`config.mk`:
```
export PLATFORM = sky130hd
export DESIGN_NAME = alu_muldiv
export DESIGN_NICKNAME = d
export VERILOG_FILES = /design/src/rtl/alu_muldiv.sv
export SDC_FILE = /design/constraint.sdc
export NUM_CORES = 1
export LEC_CHECK = 0
export BUFFER_PORTS_ARGS = -buffer_cell sky130_fd_sc_hd__clkbuf_2
export CAP_MARGIN = 40
export CORE_UTILIZATION = 45
export DETAILED_ROUTE_END_ITERATION = 8
export PLACE_DENSITY_LB_ADDON = 0.08
export SLEW_MARGIN = 20
export SYNTH_ARGS = -nofsm -noshare
export SYNTH_HDL_FRONTEND = slang
export SYNTH_SLANG_ARGS = --single-unit
export TNS_END_PERCENT = 10
```
`constraint.sdc`:
```
create_clock -name clk -period 5 [get_ports clk]
set_input_delay 0 -clock clk [delete_from_list [all_inputs] [get_ports clk]]
set_output_delay 0 -clock clk [all_outputs]
set_load 0.02 [all_outputs]
```
`src/rtl/alu_muldiv.sv`:
```
// alu_muldiv: iterative RV32M mul/div responder; req_valid/req_ready/operator/operand1/operand2 in, resp_valid/resp_ready/out/busy handshake out
module alu_muldiv #(
  parameter int XLEN = 32,
  parameter int OP_WIDTH = 3
) (
  input  logic                clk,
  input  logic                rst,
  input  logic                req_valid,
  output logic                req_ready,
  input  logic [OP_WIDTH-1:0] operator,
  input  logic [XLEN-1:0]     operand1,
  input  logic [XLEN-1:0]     operand2,
  output logic                resp_valid,
  input  logic                resp_ready,
  output logic [XLEN-1:0]     out,
  output logic                busy
);
  typedef enum logic [1:0] {IDLE, CALC, DONE} state_t;
  state_t state, state_nxt;
  logic [OP_WIDTH-1:0] op;
  logic [$clog2(XLEN)-1:0] cnt;
  logic s1, s2, a_s1, a_s2, accept, div0, ovf, special, ge;
  logic [XLEN-1:0] b, mag1, mag2, spec_res, res;
  logic [2*XLEN-1:0] prod, prod_nxt, mul_res;
  logic [XLEN:0] sum, t, diff;
  always_comb begin
    accept = req_valid && state == IDLE;
    a_s1 = operand1[XLEN-1] & ~(operator[0] & (operator[1] | operator[2]));
    a_s2 = operand2[XLEN-1] & ~(operator[2] ? operator[0] : operator[1]);
    mag1 = a_s1 ? -operand1 : operand1;
    mag2 = a_s2 ? -operand2 : operand2;
    div0 = operand2 == '0;
    ovf = ~operator[0] && operand1 == {1'b1, {(XLEN-1){1'b0}}} && &operand2;
    special = operator[2] && (div0 || ovf);
    spec_res = div0 ? (operator[1] ? operand1 : '1) : (operator[1] ? '0 : {1'b1, {(XLEN-1){1'b0}}});
    sum = {1'b0, prod[2*XLEN-1:XLEN]} + {1'b0, prod[0] ? b : {XLEN{1'b0}}};
    t = {prod[2*XLEN-1:XLEN], prod[XLEN-1]};
    diff = t - {1'b0, b};
    ge = t >= {1'b0, b};
    prod_nxt = op[2] ? {(ge ? diff[XLEN-1:0] : t[XLEN-1:0]), prod[XLEN-2:0], ge} : {sum, prod[XLEN-1:1]};
    mul_res = (s1 ^ s2) ? -prod_nxt : prod_nxt;
    res = ~op[2] ? (op[1:0] == 2'd0 ? mul_res[XLEN-1:0] : mul_res[2*XLEN-1:XLEN])
        : op[1] ? (s1 ? -prod_nxt[2*XLEN-1:XLEN] : prod_nxt[2*XLEN-1:XLEN])
        : ((s1 ^ s2) ? -prod_nxt[XLEN-1:0] : prod_nxt[XLEN-1:0]);
    state_nxt = state == IDLE ? (accept ? (special ? DONE : CALC) : IDLE)
              : state == CALC ? (cnt == ($clog2(XLEN))'(XLEN-1) ? DONE : CALC)
              : (resp_ready ? IDLE : DONE);
  end
  always_ff @(posedge clk) begin
    if (rst) begin
      state <= IDLE;
      cnt <= '0;
      out <= '0;
      op <= '0;
      s1 <= 1'b0;
      s2 <= 1'b0;
      b <= '0;
      prod <= '0;
    end else begin
      state <= state_nxt;
      if (accept) begin
        op <= operator;
        s1 <= a_s1;
        s2 <= a_s2;
        cnt <= '0;
        b <= operator[2] ? mag2 : mag1;
        prod <= {{XLEN{1'b0}}, operator[2] ? mag1 : mag2};
        if (special) out <= spec_res;
      end else if (state == CALC) begin
        prod <= prod_nxt;
        cnt <= cnt + 1'b1;
        if (cnt == ($clog2(XLEN))'(XLEN-1)) out <= res;
      end
    end
  end
  assign req_ready = state == IDLE;
  assign resp_valid = state == DONE;
  assign busy = state != IDLE;
endmodule

```
==> results.md, run 1 <==
* Status: complete, no violations
* H-tree levels at 4
* Worst Setup End Kind: register
* DRT antenna net count at 0
* P per Cell Area at 263.3 nW/um^2
* YS warnings at 0
* Syn Nets at 2,453
* Reg2reg start: b[30]
* Mapped cell area at 16,290 sq um
* First-pass GRT wire length at 113.3 mm
* Worst hold slack at 0.02701 ns
* P&R area growth vs syn at 15.31%
* Top fanout value on the critical path at 14
* R2r worst-path depth at 14
* Starting Density at 0.4580
* Worst rel slew slack at 0.4152
* Crit share post-route at 0.9590
* DIE AREA at 36,970 sq um
* Yosys cell types at 111
* Synth Area in Simple Gates at 0.2514
* Prevailing post-synth register cell: dfxtp_1
* Diodes inserted at 0
* Endpoints failing hold at 0
* Clk root buf: clkbuf_16
* Wire length per cell at 26.40 um
* Complex-gate fraction of the synthesized area at 0.3359
* GRT overflow at 0
* Share of flip-flops with an asynchronous set or reset at 0
* Starting DRT DRC Count at 2,089
* Clock Sinks at 140
* Register area share after synthesis at 0.1720
* Crit path buf inv count at 2
* Die height at 192.3 um
* Tot GR Track Use at 0.4179
* Port Buffers at 105
* Worst hold-check path type: input port to register
* Fmax at 208.5 MHz
* Final Cell Area at 18,790 sq um
* Placer Congestion at 1.021
* Vias post-DR at 19,170
* CP startpoint: b[30]
* Worst skew pair latency at 0.47 ns
* Die width at 192.3 um
* CTS Buf Count at 17
* Final std cells w/o fill at 2,923
* Layout Nets at 2,594
* WP data required at 5.35 ns
* Crit-path cells: inv_1, ha_1, nand4b_2, nor3_4, o311a_4, nor2_4, buf_4, a311oi_2, nand3_2, or3_1, o41ai_2, xor2_1, a21oi_1, o31a_1
* WS Path Type: register to register
* Slowest CP cell: or3_1
* FF+latch count, synth at 140
* Hpwl dp at 60.48 mm
* EDFF count, synth at 0
* Core Region at 35,570 sq um
* Place WS at 0.1279 ns
* Routed vias/inst at 6.557
* Hold Path Stages at 3
* Ratio of cells with drive above 1 in the final layout at 0.1568
* CTS Buffer Depth at 2
* Post-route setup slack at 0.2048 ns
* Util after Layout at 0.5282
* Boundary Pins at 106
* TritonCTS clock tree: done
* Slew at the pin with the worst max-slew slack at 0.8680 ns
* Drt pass-1 iters at 6
* Clk pin slew, worst setup/hold paths at 0.07 ns
* Placed cell count at 2,875
* Slowest stage delay, CP at 0.62 ns
* Placement Rows at 69
* HP Start: operand1[6]
* Post-Synth XOR/XNOR Area at 0.09085
* Vias in the first global route at 17,840
* Largest family of logic cells by synthesized area: compound AO/OA/AOI/OAI gates
* Placement Cell Area at 17,960 sq um
* Max_cap viols at 0
* Leak pwr at 7.295 nW
* Avg Inst Size Synth at 7.056 sq um
* Worst EP arrival at 5.14 ns
* Antenna violations before repair at 1
* Commonest non-fill, non-tap cell in the layout: nand2_1
* Most frequent cells in the layout: 298 x nand2_1, 223 x a21oi_1, 218 x nor2_1
* Min cycle time layout at 4.795 ns
* Post-synthesis adder-cell area fraction at 0.05698
* Worst setup SP type: register
* Clock Skew at 0.01696 ns
* Cell count after synthesis at 2,309
* Worst ir drop on vdd at 0.2567 mV
* Final setup violation count at 0
* Total Wirelength at 77.16 mm
* Largest net degree at the start of global routing at 72
* Cell family with most CP delay: simple AND/OR/NAND/NOR gates
* Post-route DRC at 0
* CP Depth at 14
* Mux contribution to synthesized area at 0.03656
* Pins Over Slew Limit at 0
cells by family (layout without fill, tap and decap cells):
group,after synthesis,count (layout)
and+or+nand+nor,853,853
AOI/OAI and AO/OA,791,792
buffers and inverters,224,376
xor gates and xnor gates,169,169
DFF,140,140
adders and majority gates,73,73
muxes,59,59
per-stage QoR:
step           power [mW]  setup TNS, ns
3_5_place_dp        3.490              0
4_1_cts             4.816              0
3_3_place_gp        3.478              0
2_1_floorplan       2.681              0
6_report            4.946              0
5_1_grt             5.134      -0.002993
synth_stat cells (11+ instances only):
master / instances / share of area
a211oi_1: 47 / 0.022
nor4_1: 21 / 0.0081
o21a_1: 19 / 0.0088
and3_1: 18 / 0.0069
a21o_1: 30 / 0.014
a221oi_1: 16 / 0.0086
buf_2: 21 / 0.0065
nand2b_1: 12 / 0.0046
a31oi_1: 27 / 0.010
dfxtp_1: 140 / 0.17
mux2i_1: 55 / 0.034
clkbuf_1: 107 / 0.025
ha_1: 71 / 0.055
nand2_1: 299 / 0.069
a21oi_1: 225 / 0.069
nand4_1: 34 / 0.013
nand3_1: 42 / 0.013
a211o_1: 12 / 0.0065
nor3_1: 57 / 0.018
xnor2_1: 98 / 0.053
buf_1: 16 / 0.0037
or3_1: 19 / 0.0073
inv_1: 71 / 0.016
o31ai_1: 29 / 0.013
o21bai_1: 11 / 0.0051
xor2_1: 71 / 0.038
o211ai_1: 98 / 0.045
nor2b_1: 17 / 0.0065
and2_1: 51 / 0.020
nor2_1: 219 / 0.050
o21ai_0: 116 / 0.036
what timing repair did:
| action | CTS | global route |
|---|---|---|
| setup buffers | 0 | 10 |
| gates resized for setup | 0 | 16 |
| setup endpoints to repair | 0 | 18 |
| hold endpoints to repair | 22 | 0 |
| hold buffers | 5 | 0 |
area by class of cell:
type                       instances  area (sq um)
clock buffer                      20         478.0
clock inverter                    11         107.6
fill                            3631         16780
inverter                          71         266.5
multi-input combinational       1946         12690
sequential                       140          2806
tap                              461         576.8
timing repair buffer             274          1858
worst paths after layout:
path	to	slack, ns
worst max-delay path	out[25]	0.20
worst min-delay path	out[6]	0.03
worst max register to register	out[25]	0.20
worst min register to register	b[10]	0.46
worst min-delay path: cells and delay by family:
family          cells  cell delay (ns)
compound gates      2             0.28
buf+inv             1             0.15
power by group:
group,switching (mW),internal [mW]
clock,0.595,0.742
combinational,1.53,0.836
sequential,0.0707,1.18
metal layers:
| metal | global-route usage | part of all wire | wire length (um) |
|---|---|---|---|
| met1 | 0.5162 | 0.40 | 30740 |
| met2 | 0.6707 | 0.45 | 34500 |
| met3 | 0.08001 | 0.085 | 6576 |
| met4 | 0.2529 | 0.069 | 5347 |
| met5 | 0 | 0 | 0 |
registers in the layout (all words and copies together) (netlist names):
name / flops
s2: 1
state: 2
prod: 64
out: 32
b: 32
cnt: 5
s1: 1
op: 3
Note: power is estimated with default switching activity, not from simulation.
==> run 2, diff against run 1 <==
--- a/config.mk
+++ b/config.mk
@@ -5,9 +5,10 @@
 export SDC_FILE = /design/constraint.sdc
 export NUM_CORES = 1
 export LEC_CHECK = 0
+export ABC_CLOCK_PERIOD_IN_PS = 5000
 export BUFFER_PORTS_ARGS = -buffer_cell sky130_fd_sc_hd__clkbuf_2
 export CAP_MARGIN = 40
-export CORE_UTILIZATION = 45
+export CORE_UTILIZATION = 60
 export DETAILED_ROUTE_END_ITERATION = 8
 export PLACE_DENSITY_LB_ADDON = 0.08
 export SLEW_MARGIN = 20
==> run 2 against run 1 <==
Net effect:
- the run now ends with negative setup slack left
- sequential share of layout area rose by 0.51 points
- register-to-register slack got worse by 0.30 ns
- via count up 2.5%
- clock power hardly changed
- count of clock-buffer cells in the layout down 1
- critical endpoint is now out[30]
- largest cell class unchanged
- highest routed layer is now met5
==> results.md, run 2 (synthesis results as in run 1) <==
* Final total power at 4.856 mW
* DIE AREA at 27,820 sq um
* Biggest regs: prod: 64 flops, b: 32 flops, out: 32 flops
* Clk root buf: clkbuf_16
* R2r worst-path depth at 14
* Vias post-DR at 19,640
* Largest net degree at the start of global routing at 74
* Core Region at 26,350 sq um
* Total Wirelength at 70.87 mm
* Crit share post-route at 1.019
* H-tree levels at 4
* Antenna violations before repair at 1
* Wire length per cell at 25.84 um
* Post-route DRC at 0
* Worst ir drop on vdd at 0.2675 mV
* P&R area growth vs syn at 11.55%
* Placement Rows at 59
* Diodes inserted at 0
* Int Pwr at 2.715 mW
* Slew at the pin with the worst max-slew slack at 0.9916 ns
* Placed cell count at 2,702
* Final Cell Area at 18,170 sq um
* Placement Cell Area at 17,460 sq um
* Worst setup SP type: register
* GRT overflow at 0
* Final std cells w/o fill at 2,742
* Clock Skew at 0.01539 ns
* Pins Over Slew Limit at 0
* Drt pass-1 iters at 6
* Final setup violation count at 1
* Util after Layout at 0.6896
* Worst Setup End Kind: register
* Leak pwr at 7.058 nW
* Die height at 166.8 um
* Clock power frac at 0.282
* Die width at 166.8 um
* Failing checks: negative setup slack
* Placer Congestion at 1.154
* Status: complete, but fails checks
* Min cycle time layout at 5.094 ns
* DRT antenna net count at 0
* Gate power share at 0.460
* Worst hold-check path type: input port to register
* Unrepaired setup endpoints after global routing: yes
* Commonest non-fill, non-tap cell in the layout: nand2_1
* Hold Path Stages at 2
* Fmax at 196.3 MHz
* Vias in the first global route at 18,240
* Tot GR Track Use at 0.5037
* Worst hold slack at 0.01794 ns
* Max reg flops at 64
* WS Path Type: register to register
* Biggest register: prod
* Post-route setup slack at -0.09402 ns
* WP data required at 5.32 ns
* CTS Buffer Depth at 2
* Worst rel slew slack at 0.3345
* Layout Nets at 2,538
* CTS Buf Count at 17
* Hpwl dp at 55.19 mm
* Ratio of cells with drive above 1 in the final layout at 0.1354
* Seq pwr share at 0.258
* Top fanout value on the critical path at 16
* TritonCTS clock tree: done
* Endpoints failing hold at 0
* Routed vias/inst at 7.162
* Worst EP arrival at 5.41 ns
* Starting Density at 0.6182
* Max_cap viols at 0
* Most frequent cells in the layout: 298 x nand2_1, 225 x a21oi_1, 219 x nor2_1
* Sw Pwr at 2.141 mW
* Worst skew pair latency at 0.44 ns
* Clk pin slew, worst setup/hold paths at 0.07 ns
* Port Buffers at 105
* Starting DRT DRC Count at 2,957
* Boundary Pins at 106
* P per Cell Area at 267.2 nW/um^2
* Clock Sinks at 140
* Switching Share at 0.4410
* First-pass GRT wire length at 107.1 mm
[run 2: final cells by class]
type | count | area (sq um)
Fill cell | 2315 | 8180
Tap cell | 335 | 419.2
Clock inverter | 13 | 152.6
Sequential cell | 140 | 2808
Inverter | 71 | 266.5
Multi-Input combinational cell | 1945 | 12630
Timing Repair Buffer | 219 | 1441
Clock buffer | 19 | 452.9
[run 2: stage by stage]
step | worst slack, ns | setup TNS (ns)
2_1_floorplan | 0.5678 | 0
3_3_place_gp | 0.1998 | 0
3_5_place_dp | 0.1367 | 0
4_1_cts | 0.1064 | 0
5_1_grt | -0.1387 | -0.1958
6_report | -0.09402 | -0.09402
[run 2: what timing repair did]
action,in CTS,in global routing
hold buffers,4,0
endpoints found under the setup margin,0,15
setup buffers,0,0
hold endpoints to repair,5,0
resized for setup,0,6
[run 2: per-layer routing]
layer  GRT usage  routed length [um]
met2      0.7537               29230
met4      0.3804                6284
met1      0.5991               25650
met3      0.1621                9588
met5     0.02783                 118
[run 2: worst paths after layout]
kind | from | slack [ns] | endpoint
min | rst | 0.02 | prod[29]
max | prod[39] | -0.09 | out[30]
min reg2reg | out[0] | 0.46 | out[0]
max reg2reg | prod[39] | -0.09 | out[30]
[run 2: power by group through the flow]
stage | Clock [mW] | Sequential, mW | Combinational, mW
after CTS | 1.35 | 1.25 | 2.12
after floorplan | 0 | 1.24 | 1.44
after global routing | 1.40 | 1.26 | 2.35
after detailed placement | 0 | 1.27 | 2.10
after global placement | 0 | 1.27 | 2.08
final | 1.37 | 1.25 | 2.23
[run 2: critical path: stages (launching register included)]
cell	delay (ns)
dfxtp_1	0.48
ha_1	0.37
a21oi_1	0.21
o211ai_1	0.23
and4_2	0.37
o311a_4	0.43
nor2_4	0.59
buf_4	0.25
o311a_1	0.25
o211ai_1	0.17
or3_1	0.54
or4b_1	0.62
mux2i_1	0.18
a41o_1	0.17
o311ai_1	0.09
